## config.mk

```make
export PLATFORM = sky130hd
export DESIGN_NAME = uart_rx_8n1
export DESIGN_NICKNAME = d
export VERILOG_FILES = /design/src/rtl/uart_rx_8n1.sv
export SDC_FILE = /design/constraint.sdc
export NUM_CORES = 1
export LEC_CHECK = 0
export BUFFER_PORTS_ARGS = -buffer_cell sky130_fd_sc_hd__buf_4
export CORE_MARGIN = 1.5
export CORE_UTILIZATION = 52
export DETAILED_ROUTE_END_ITERATION = 8
export HOLD_SLACK_MARGIN = 0.03
export PLACE_DENSITY = 0.74
export REMOVE_ABC_BUFFERS = 1
export SYNTH_ARGS = -nofsm -noshare
export SYNTH_HDL_FRONTEND = slang
export SYNTH_SLANG_ARGS = --single-unit
export TNS_END_PERCENT = 30
```

## constraint.sdc

```tcl
create_clock -name clk -period 1.55 [get_ports clk]
set_input_delay 0.155 -clock clk [delete_from_list [all_inputs] [get_ports clk]]
set_output_delay 0.155 -clock clk [all_outputs]
set_load 0.005 [all_outputs]
```

## src/rtl/uart_rx_8n1.sv

```systemverilog
// 8N1 UART receiver timed directly off the system clock with a bit counter.
// Delivers each good byte with a one-cycle rxdone strobe and flags bad stop bits.
module uart_rx_8n1 #(
    parameter int CLKS_PER_BIT = 625,
    parameter int CNT_SIZE     = 10
) (
    input  logic       clk,
    input  logic       rst,
    input  logic       rx,
    output logic [7:0] rxbyte,
    output logic       rxdone,
    output logic       frame_err,
    output logic       busy
);

    typedef enum logic [2:0] {
        S_IDLE,
        S_START,
        S_DATA,
        S_STOP,
        S_WAIT
    } state_t;

    localparam logic [CNT_SIZE-1:0] HALF_LAST = CNT_SIZE'(CLKS_PER_BIT / 2 - 1);
    localparam logic [CNT_SIZE-1:0] BIT_LAST  = CNT_SIZE'(CLKS_PER_BIT - 1);

    state_t              state, state_n;
    logic [CNT_SIZE-1:0] cnt, cnt_n;
    logic [2:0]          bit_idx, bit_idx_n;
    logic [7:0]          shift, shift_n;
    logic [7:0]          rxbyte_n;
    logic                rxdone_n, frame_err_n;
    logic                rx_meta, rx_s;

    // NOTE: idle-high line, so the synchronizer resets to 1 to avoid a false start bit.
    always_ff @(posedge clk) begin
        if (rst) begin
            rx_meta <= 1'b1;
            rx_s    <= 1'b1;
        end else begin
            rx_meta <= rx;
            rx_s    <= rx_meta;
        end
    end

    // NOTE: every output gets a default first so no path leaves a latch behind.
    always_comb begin
        state_n     = state;
        cnt_n       = cnt + 1'b1;
        bit_idx_n   = bit_idx;
        shift_n     = shift;
        rxbyte_n    = rxbyte;
        rxdone_n    = 1'b0;
        frame_err_n = 1'b0;

        unique case (state)
            S_IDLE: begin
                cnt_n = '0;
                if (!rx_s) state_n = S_START;
            end
            S_START: begin
                if (cnt == HALF_LAST) begin
                    cnt_n     = '0;
                    bit_idx_n = 3'd0;
                    state_n   = rx_s ? S_IDLE : S_DATA;
                end
            end
            S_DATA: begin
                if (cnt == BIT_LAST) begin
                    cnt_n     = '0;
                    shift_n   = {rx_s, shift[7:1]};
                    bit_idx_n = bit_idx + 3'd1;
                    if (bit_idx == 3'd7) state_n = S_STOP;
                end
            end
            S_STOP: begin
                if (cnt == BIT_LAST) begin
                    cnt_n = '0;
                    if (rx_s) begin
                        rxbyte_n = shift;
                        rxdone_n = 1'b1;
                        state_n  = S_IDLE;
                    end else begin
                        frame_err_n = 1'b1;
                        state_n     = S_WAIT;
                    end
                end
            end
            S_WAIT: begin
                // A held-low line is a break, not a stream of 0x00 frames.
                cnt_n = '0;
                if (rx_s) state_n = S_IDLE;
            end
            default: begin
                cnt_n   = '0;
                state_n = S_IDLE;
            end
        endcase
    end

    // NOTE: state registers use non-blocking assignments so all flops update together.
    always_ff @(posedge clk) begin
        if (rst) begin
            state     <= S_IDLE;
            cnt       <= '0;
            bit_idx   <= 3'd0;
            shift     <= 8'h00;
            rxbyte    <= 8'h00;
            rxdone    <= 1'b0;
            frame_err <= 1'b0;
            busy      <= 1'b0;
        end else begin
            state     <= state_n;
            cnt       <= cnt_n;
            bit_idx   <= bit_idx_n;
            shift     <= shift_n;
            rxbyte    <= rxbyte_n;
            rxdone    <= rxdone_n;
            frame_err <= frame_err_n;
            busy      <= (state_n != S_IDLE);
        end
    end

endmodule

```

-- Yosys cells after proc, flatten, opt, wreduce, memory -nomap -nowiden
Index checks and enable logic that the tools add are counted.
- bits in registers: 37
- bits of input ports: 3
- output and inout port bits: 11
- $add $sub $neg: 2
- equality and inequality tests: 9
- multiplexer cells: 17
- bitwise logic cells: 2
- reduce and logical (&&, ||, !) cells: 8
- operators with widths (cell ; number):
    $mux 3 ; 9
    $mux 10 ; 2
    $pmux 10 s2 ; 1
    $pmux 3 s5 ; 1
    $add 10x1->10 const B ; 1
    $eq 10x10->1 const B ; 1
    $eq 10x9->1 const B ; 1
    $eq 3x2->1 const B ; 2
    $eq 3x3->1 const B ; 2
    $pmux 3 s2 ; 1
    $reduce_and 3->1 ; 2
    $ne 2x2->1 const B ; 2
    $add 3x1->3 const B ; 1
    $eq 3x1->1 const B ; 1
    $logic_not 3->1 ; 1
    $reduce_bool 3->1 ; 1
    $reduce_or 3->1 ; 1
    $mux 1 ; 2
    $mux 2 ; 1
    $not 1->1 ; 2
    $reduce_and 2->1 ; 1
    $reduce_bool 2->1 ; 1
    $reduce_or 2->1 ; 1

-- Logic depth before layout (Yosys ltp)
Gate-level depths: netlist (run 1).
- depth in word-level cells: 5
- mapped depth: 8
- mapped depth without buffers: 7

-- Worst setup path after synthesis (run 1)
Ideal clock, no wire load.
- path kind: register -> register
- start: register cnt[0]
- end: register bit_idx[0]
- arrival time: 1575 ps
- required time: 1480 ps
- path slack: -95 ps
- cell stages (with the launch flop): 8
- path buffers: 0
- cells stage by stage: dfxtp_1 > inv_1 > ha_1 > nand4b_4 > nor4b_4 > o21ai_2 > or4_1 > a21oi_1
- longest elaborated chain between the ends: 3
- ends and longest elaborated chain (what ; RTL line ; source):
    from (decl) ; 28 ; logic [CNT_SIZE-1:0] cnt, cnt_n;
    from (signal assigned) ; 114 ; cnt <= cnt_n;
    $eq 10x10->1 or $eq 10x9->1 (tied branches) ; 69, 62 ;
    $ne 2x2->1 (no source line) ; -- ;
    $reduce_and 3->1 (no source line) * ; -- ;
    to (signal assigned) ; 115 ; bit_idx <= bit_idx_n;
    to (decl) ; 29 ; logic [2:0] bit_idx, bit_idx_n;
Every way passes the cells marked *; elsewhere a longest branch is shown, timed or not.
A chain may end at the register's enable or synchronous reset.

-- Worst setup path after layout (run 1)
- start: register cnt[1]
- end: register bit_idx[0]
Same word-level chain as after synthesis.

==> results of run 1 <==
sequential cells by signal (all words and copies together) (netlist names):
register and count:
bit_idx 3, state 3, frame_err 1, cnt 10, shift 8, rx_meta 1, rxbyte 8, busy 1
rxdone 1, rx_s 1
final cells by class:
| type | instances | share of cell area, % |
|---|---|---|
| Multi-Input combinational cell | 117 | 40.99 |
| Timing Repair Buffer | 46 | 16.76 |
| Clock inverter | 3 | 3.157 |
| Sequential cell | 37 | 34.16 |
| Clock buffer | 5 | 1.722 |
| Inverter | 4 | 0.6889 |
| Tap cell | 44 | 2.526 |
cells in the final DEF (no fill, tap or decap), types with 3 or more instances in the layout:
cell type,instances
nand3_1,4
ha_1,3
nand4_1,4
xor2_1,5
inv_2,3
nor2_1,34
clkbuf_4,5
xnor2_1,3
and3_1,3
nand2_1,5
buf_4,41
mux2i_1,15
dfxtp_2,3
dfxtp_1,34
a21oi_1,3
nand2_2,3
power breakdown:
part	switching (uW)	leakage (uW)	internal, uW
Sequential	8.45	0.000301	962
Combinational	50.4	0.000523	40.6
Clock	353	0.0000558	507
what timing repair did:
action,4_1_cts,5_1_grt
buffers inserted,2,2
hold buffers,1,0
resized for setup,10,12
pin swaps,5,12
endpoints found under the hold margin,1,0
endpoints found under the setup margin,28,35
cloned,0,1
worst paths after layout:
path,end,slack [ns],cells after the start
worst min register to register,rx_s,0.45,1
worst min-delay path,rxbyte[3],0.12,2
worst max-delay path,bit_idx[0],-0.13,7
worst max register to register,bit_idx[0],-0.13,7
cells by family after synthesis:
family,after synthesis,synth area share (%)
and+or+nand+nor,73,25.44
DFF,37,45.36
muxes,17,10.42
AOI/OAI and AO/OA,15,6.820
buffers and inverters,13,4.598
xor gates and xnor gates,8,4.291
adders and majority gates,4,3.065
stage by stage:
stage	cell area, um2	setup WS [ns]	hold slack, ns	total power, uW	util [%]
after global placement	1941	-0.09326	0.3407	1068	64.09
after global routing	2180	-0.2550	0.1133	1982	71.98
after detailed placement	1941	-0.1569	0.3537	1072	64.09
after CTS	2098	-0.1377	0.1253	1925	69.30
final	2180	-0.1285	0.1246	1922	71.98
after floorplan	1573	-0.2331	0.2241	1032	-
worst max-delay path: cells and delay by family (launching register included):
kind / cells / cell delay [ns]
AOI/OAI and AO/OA: 2 / 0.22
adders and majority gates: 1 / 0.14
buffers and inverters: 1 / 0.07
DFF: 1 / 0.35
and+or+nand+nor: 3 / 0.86
routing by layer:
metal  vias up  part of all wire (%)  global-route usage, %  wire length [um]
met3         7                   3.9                  7.424               149
met2        29                    52                  35.40              1967
li1        663                     -                      -                 -
met5         -                     0                      0                 0
met4         0                   1.7                  10.39                64
met1       662                    42                  24.52              1609
==> impl_metrics.ini, run 1 <==
[global_route]
grt_max_degree = 27
antenna_found_initial = 0
grt.total_usage_pct = 21.38
grt_pass1_vias = 1258
grt_overflow = 0
grt_pass1_wl_mm = 5.547

[yosys]
synthCells = 167
async_flop_share_pct = 0
synth.area.top_cells = dfxtp_1 45%, mux2i_1 10%, nor2_1 7.8%
synth-edff-count = 0
yosysWarnings = 0
synth_cell_types = 42
synth-main-ff-cell = dfxtp_1
syn-mean-instance-area_um2 = 9.777
synth_top_area_share_pct = 45.36
ys_seq_elements = 37
yosysMostFrequentCell = dfxtp_1
syn-cell-area_um2 = 1633
yosys.area.top_type = dfxtp_1
ys_top_cells_by_count = 37 x dfxtp_1, 34 x nor2_1, 17 x mux2i_1, 8 x nand2_1
yosysSeqAreaShare_pct = 45.36

[clocking]
clock_sinks = 37
numCtsBuffers = 5
cts_root_buffer = clkbuf_4
cts_tree = built
cts.clk_slew.worst_paths_ns = 0.12
cts.path.max_buffers = 2
cts_max_level = 2
insertion_delay_ns = 0.36

[timing]
worstMarginPinSlew_ns = 0.4384
timing.final.ws_setup_ns = -0.1285
finalCriticalPeriod_ns = 1.678
slew_headroom_pct = 70.39
rsz0062_at_grt = yes
hold_viol_final = 0
slew_viol_final = 0
final-setup-viol-count = 29
tns_ns = -2.229
fmax_ghz = 0.5958
period_share_pct = 108.3
fin_skew_ns = 0.006199

[layout]
nFillCells = 213
seqCellArea_um2 = 744.5
final_nets = 218
stdcell_count = 256
multiInputGateArea_um2 = 893.4
drive_gt1_share_pct = 37.26
area_delta_synth_final_pct = 33.49
antenna_cells = 0

[critical_path]
crit_start = cnt[1]
cp_max_fo = 3
cp_slowest_cell = or4_1
worstPathArrival_ns = 1.98
crit_type = flip-flop to flip-flop
start_kind = flip-flop
end_kind = flip-flop
cp.required_ns = 1.85
r2r-start = cnt[1]
cp_cell_sequence = inv_2, ha_4, nand4b_4, nor4b_4, o21ai_2, or4_1, a21oi_2
critPathMaxStageDelay_ns = 0.42

[power_and_ir_drop]
power.density_nw_per_um2 = 881.7
leakagePower_uw = 0.0008789
peakVddDrop_uv = 870.3

[route]
drc = 0
wire_per_inst_um = 14.80
drt-total-wl_mm = 3.790
drtPass1Iterations = 4
vias = 1361
drt-initial-drc-count = 65
postRouteAntennaNets = 0
vias_per_cell = 5.316

[min_path]
hp-class = primary input to flip-flop
min_from = rst

[placement]
globalplace.congestion = 0.8774
dp_cells = 242
dp_hpwl_mm = 2.426
port_buffers = 13

[status]
violations = negative setup slack
status = complete, but fails checks

[floorplan]
start_util_pct = 53.93
die_y_um = 59.04
dieArea_um2 = 3485
die_x_um = 59.04
placementRows = 20
core_area_um2 = 3028
ios = 14

[run]
cap_violations = 0
Power figures use the tool's default switching activity.
==> inputs of run 2 (changes only) <==
--- a/config.mk
+++ b/config.mk
@@ -11,7 +11,6 @@
 export DETAILED_ROUTE_END_ITERATION = 8
 export HOLD_SLACK_MARGIN = 0.03
 export PLACE_DENSITY = 0.74
-export REMOVE_ABC_BUFFERS = 1
 export SYNTH_ARGS = -nofsm -noshare
 export SYNTH_HDL_FRONTEND = slang
 export SYNTH_SLANG_ARGS = --single-unit
==> run 2 against run 1 <==
The run still ends with negative setup slack left. Cell count shrank 1.2%. Critical path depth unchanged. Combinational power decreased by 3.6%. Hold slack improved by 0.012 ns. Wire length decreased by 2.1%. Sequential power hardly changed. Clock power down 37%. Sequential cell count is the same. Clock-buffer cell count grew 1. First-iteration DRC count up 31%. Largest cell class unchanged. Highest routed layer unchanged.
==> impl_metrics.ini, run 2 (synthesized netlist as in run 1, its figures left out) <==
[status]
status = complete, but fails checks
violations = negative setup slack

[power_and_ir_drop]
leakagePower_uw = 0.0008393
swShare_pct = 23.75
p_int_uw = 1220
p_sw_uw = 379.8
power_frac_seq_pct = 60.6
peakVddDrop_uv = 599.1
combPwrFrac_pct = 5.5
power.density_nw_per_um2 = 769.6
clockPowerShare_pct = 33.9

[critical_path]
cp_max_fo = 3
worstReg2RegEnd = bit_idx[0]
r2r-start = cnt[0]
crit_type = flip-flop to flip-flop
r2r_setup_slack_ns = -0.14
start_kind = flip-flop
cp.required_ns = 1.85
worstPathArrival_ns = 1.99
r2r_cells = 7
end_kind = flip-flop

[route]
drc = 0
vias_per_cell = 5.348
vias = 1353
drtPass1Iterations = 4
drt-total-wl_mm = 3.710
wire_per_inst_um = 14.66
drt-initial-drc-count = 85
postRouteAntennaNets = 0

[timing]
holdWs_ns = 0.1364
fmax_ghz = 0.5917
slew_headroom_pct = 73.18
tns_ns = -1.574
final-setup-viol-count = 29
rsz0062_at_grt = yes
slew_viol_final = 0
fin_skew_ns = 0.01674
hold_viol_final = 0
timing.final.ws_setup_ns = -0.1402
worstMarginPinSlew_ns = 0.3972
finalCriticalPeriod_ns = 1.690
period_share_pct = 109.0

[clocking]
cts.path.max_buffers = 2
numCtsBuffers = 5
cts.clk_slew.worst_paths_ns = 0.12
cts_max_level = 2
insertion_delay_ns = 0.36
cts_tree = built
clock_sinks = 37
cts_root_buffer = clkbuf_4

[layout]
largest_register = cnt
final_nets = 215
mostFrequentLayoutCell = buf_4
stdcell_count = 253
area_delta_synth_final_pct = 27.28
nFillCells = 237
largest_reg_flops = 10
antenna_cells = 0
layout_common_cells = 38 x buf_4, 34 x nor2_1, 33 x dfxtp_1
fin_area_um2 = 2078
drive_gt1_share_pct = 34.93
reg_top3 = cnt: 10 flops, rxbyte: 8 flops, shift: 8 flops

[min_path]
min_path_cells = 2
hp-class = primary input to flip-flop
hold_path_end = rxbyte[6]
min_from = rst

[placement]
dp_hpwl_mm = 2.531
dp_cells = 241
postPlaceCellArea_um2 = 1953
dp_slack_ns = -0.1593
port_buffers = 13
globalplace.congestion = 0.8282

[global_route]
grt_max_degree = 27
grt_pass1_wl_mm = 5.996
grt.total_usage_pct = 23.24
antenna_found_initial = 0
grt_pass1_vias = 1329
grt_overflow = 0

[floorplan]
die_x_um = 59.04
start_util_pct = 53.93
die_y_um = 59.04
placementRows = 20
ios = 14
core_area_um2 = 3028
dieArea_um2 = 3485

[run]
cap_violations = 0

[yosys]
syn_nets = 174
-- run 2: critical path, stage by stage (launching register included) --
cell and delay (ns):
dfxtp_2 0.35, inv_2 0.06, ha_4 0.13, nand4b_4 0.14
nor4b_4 0.32, o21ai_2 0.08, or4_4 0.42, a21oi_2 0.14
-- run 2: worst max-delay path by stage --
stage | slack [ns] | cells after the start | end | from
global route | -0.23 | 7 | bit_idx[0] | cnt[0]
floorplan | -0.08 | 6 | bit_idx[0] | cnt[0]
global placement | -0.06 | 8 | shift[4] | cnt[1]
CTS | -0.14 | 7 | bit_idx[0] | cnt[0]
finish | -0.14 | 7 | bit_idx[0] | cnt[0]
detailed placement | -0.16 | 8 | shift[7] | cnt[1]
-- run 2: stage by stage --
step                      power, uW  util [%]
after floorplan                1048         -
after global placement         1068     64.50
after detailed placement       1072     64.50
after CTS                      1620     67.98
after global routing           1668     68.64
final                          1599     68.64
-- run 2: layer usage --
layer / vias up / GRT usage [%] / share of wire (%)
li1: 658 / - / -
met1: 658 / 27.66 / 43
met2: 30 / 39.05 / 53
met3: 7 / 4.803 / 3.5
met4: 0 / 12.66 / 1.2
met5: - / 0 / 0
-- run 2: power groups by stage --
stage,sequential (uW),clock (uW),combinational (uW)
floorplan,988,0,59.4
global placement,990,0,77.5
detailed placement,991,0,80.6
CTS,970,563,86.4
global route,972,600,96.3
finish,970,542,87.7
-- run 2: area by class of cell --
type                       instances  area (um2)  share of cell area (%)
multi-input combinational        118       874.6                   42.08
tap                               44       55.05                   2.649
timing repair buffer              42       322.8                   15.53
clock inverter                     2       13.76                  0.6623
clock buffer                       6       51.30                   2.468
inverter                           4       15.01                  0.7225
sequential                        37       745.7                   35.88
-- run 2: what timing repair did --
| action | 4_1_cts | 5_1_grt |
|---|---|---|
| endpoints found under the setup margin | 27 | 33 |
| pin swaps | 9 | 13 |
| cloned | 1 | 1 |
| buffers inserted | 1 | 1 |
| gates resized for setup | 11 | 2 |
| endpoints found under the hold margin | 1 | 0 |
| hold buffers | 1 | 0 |
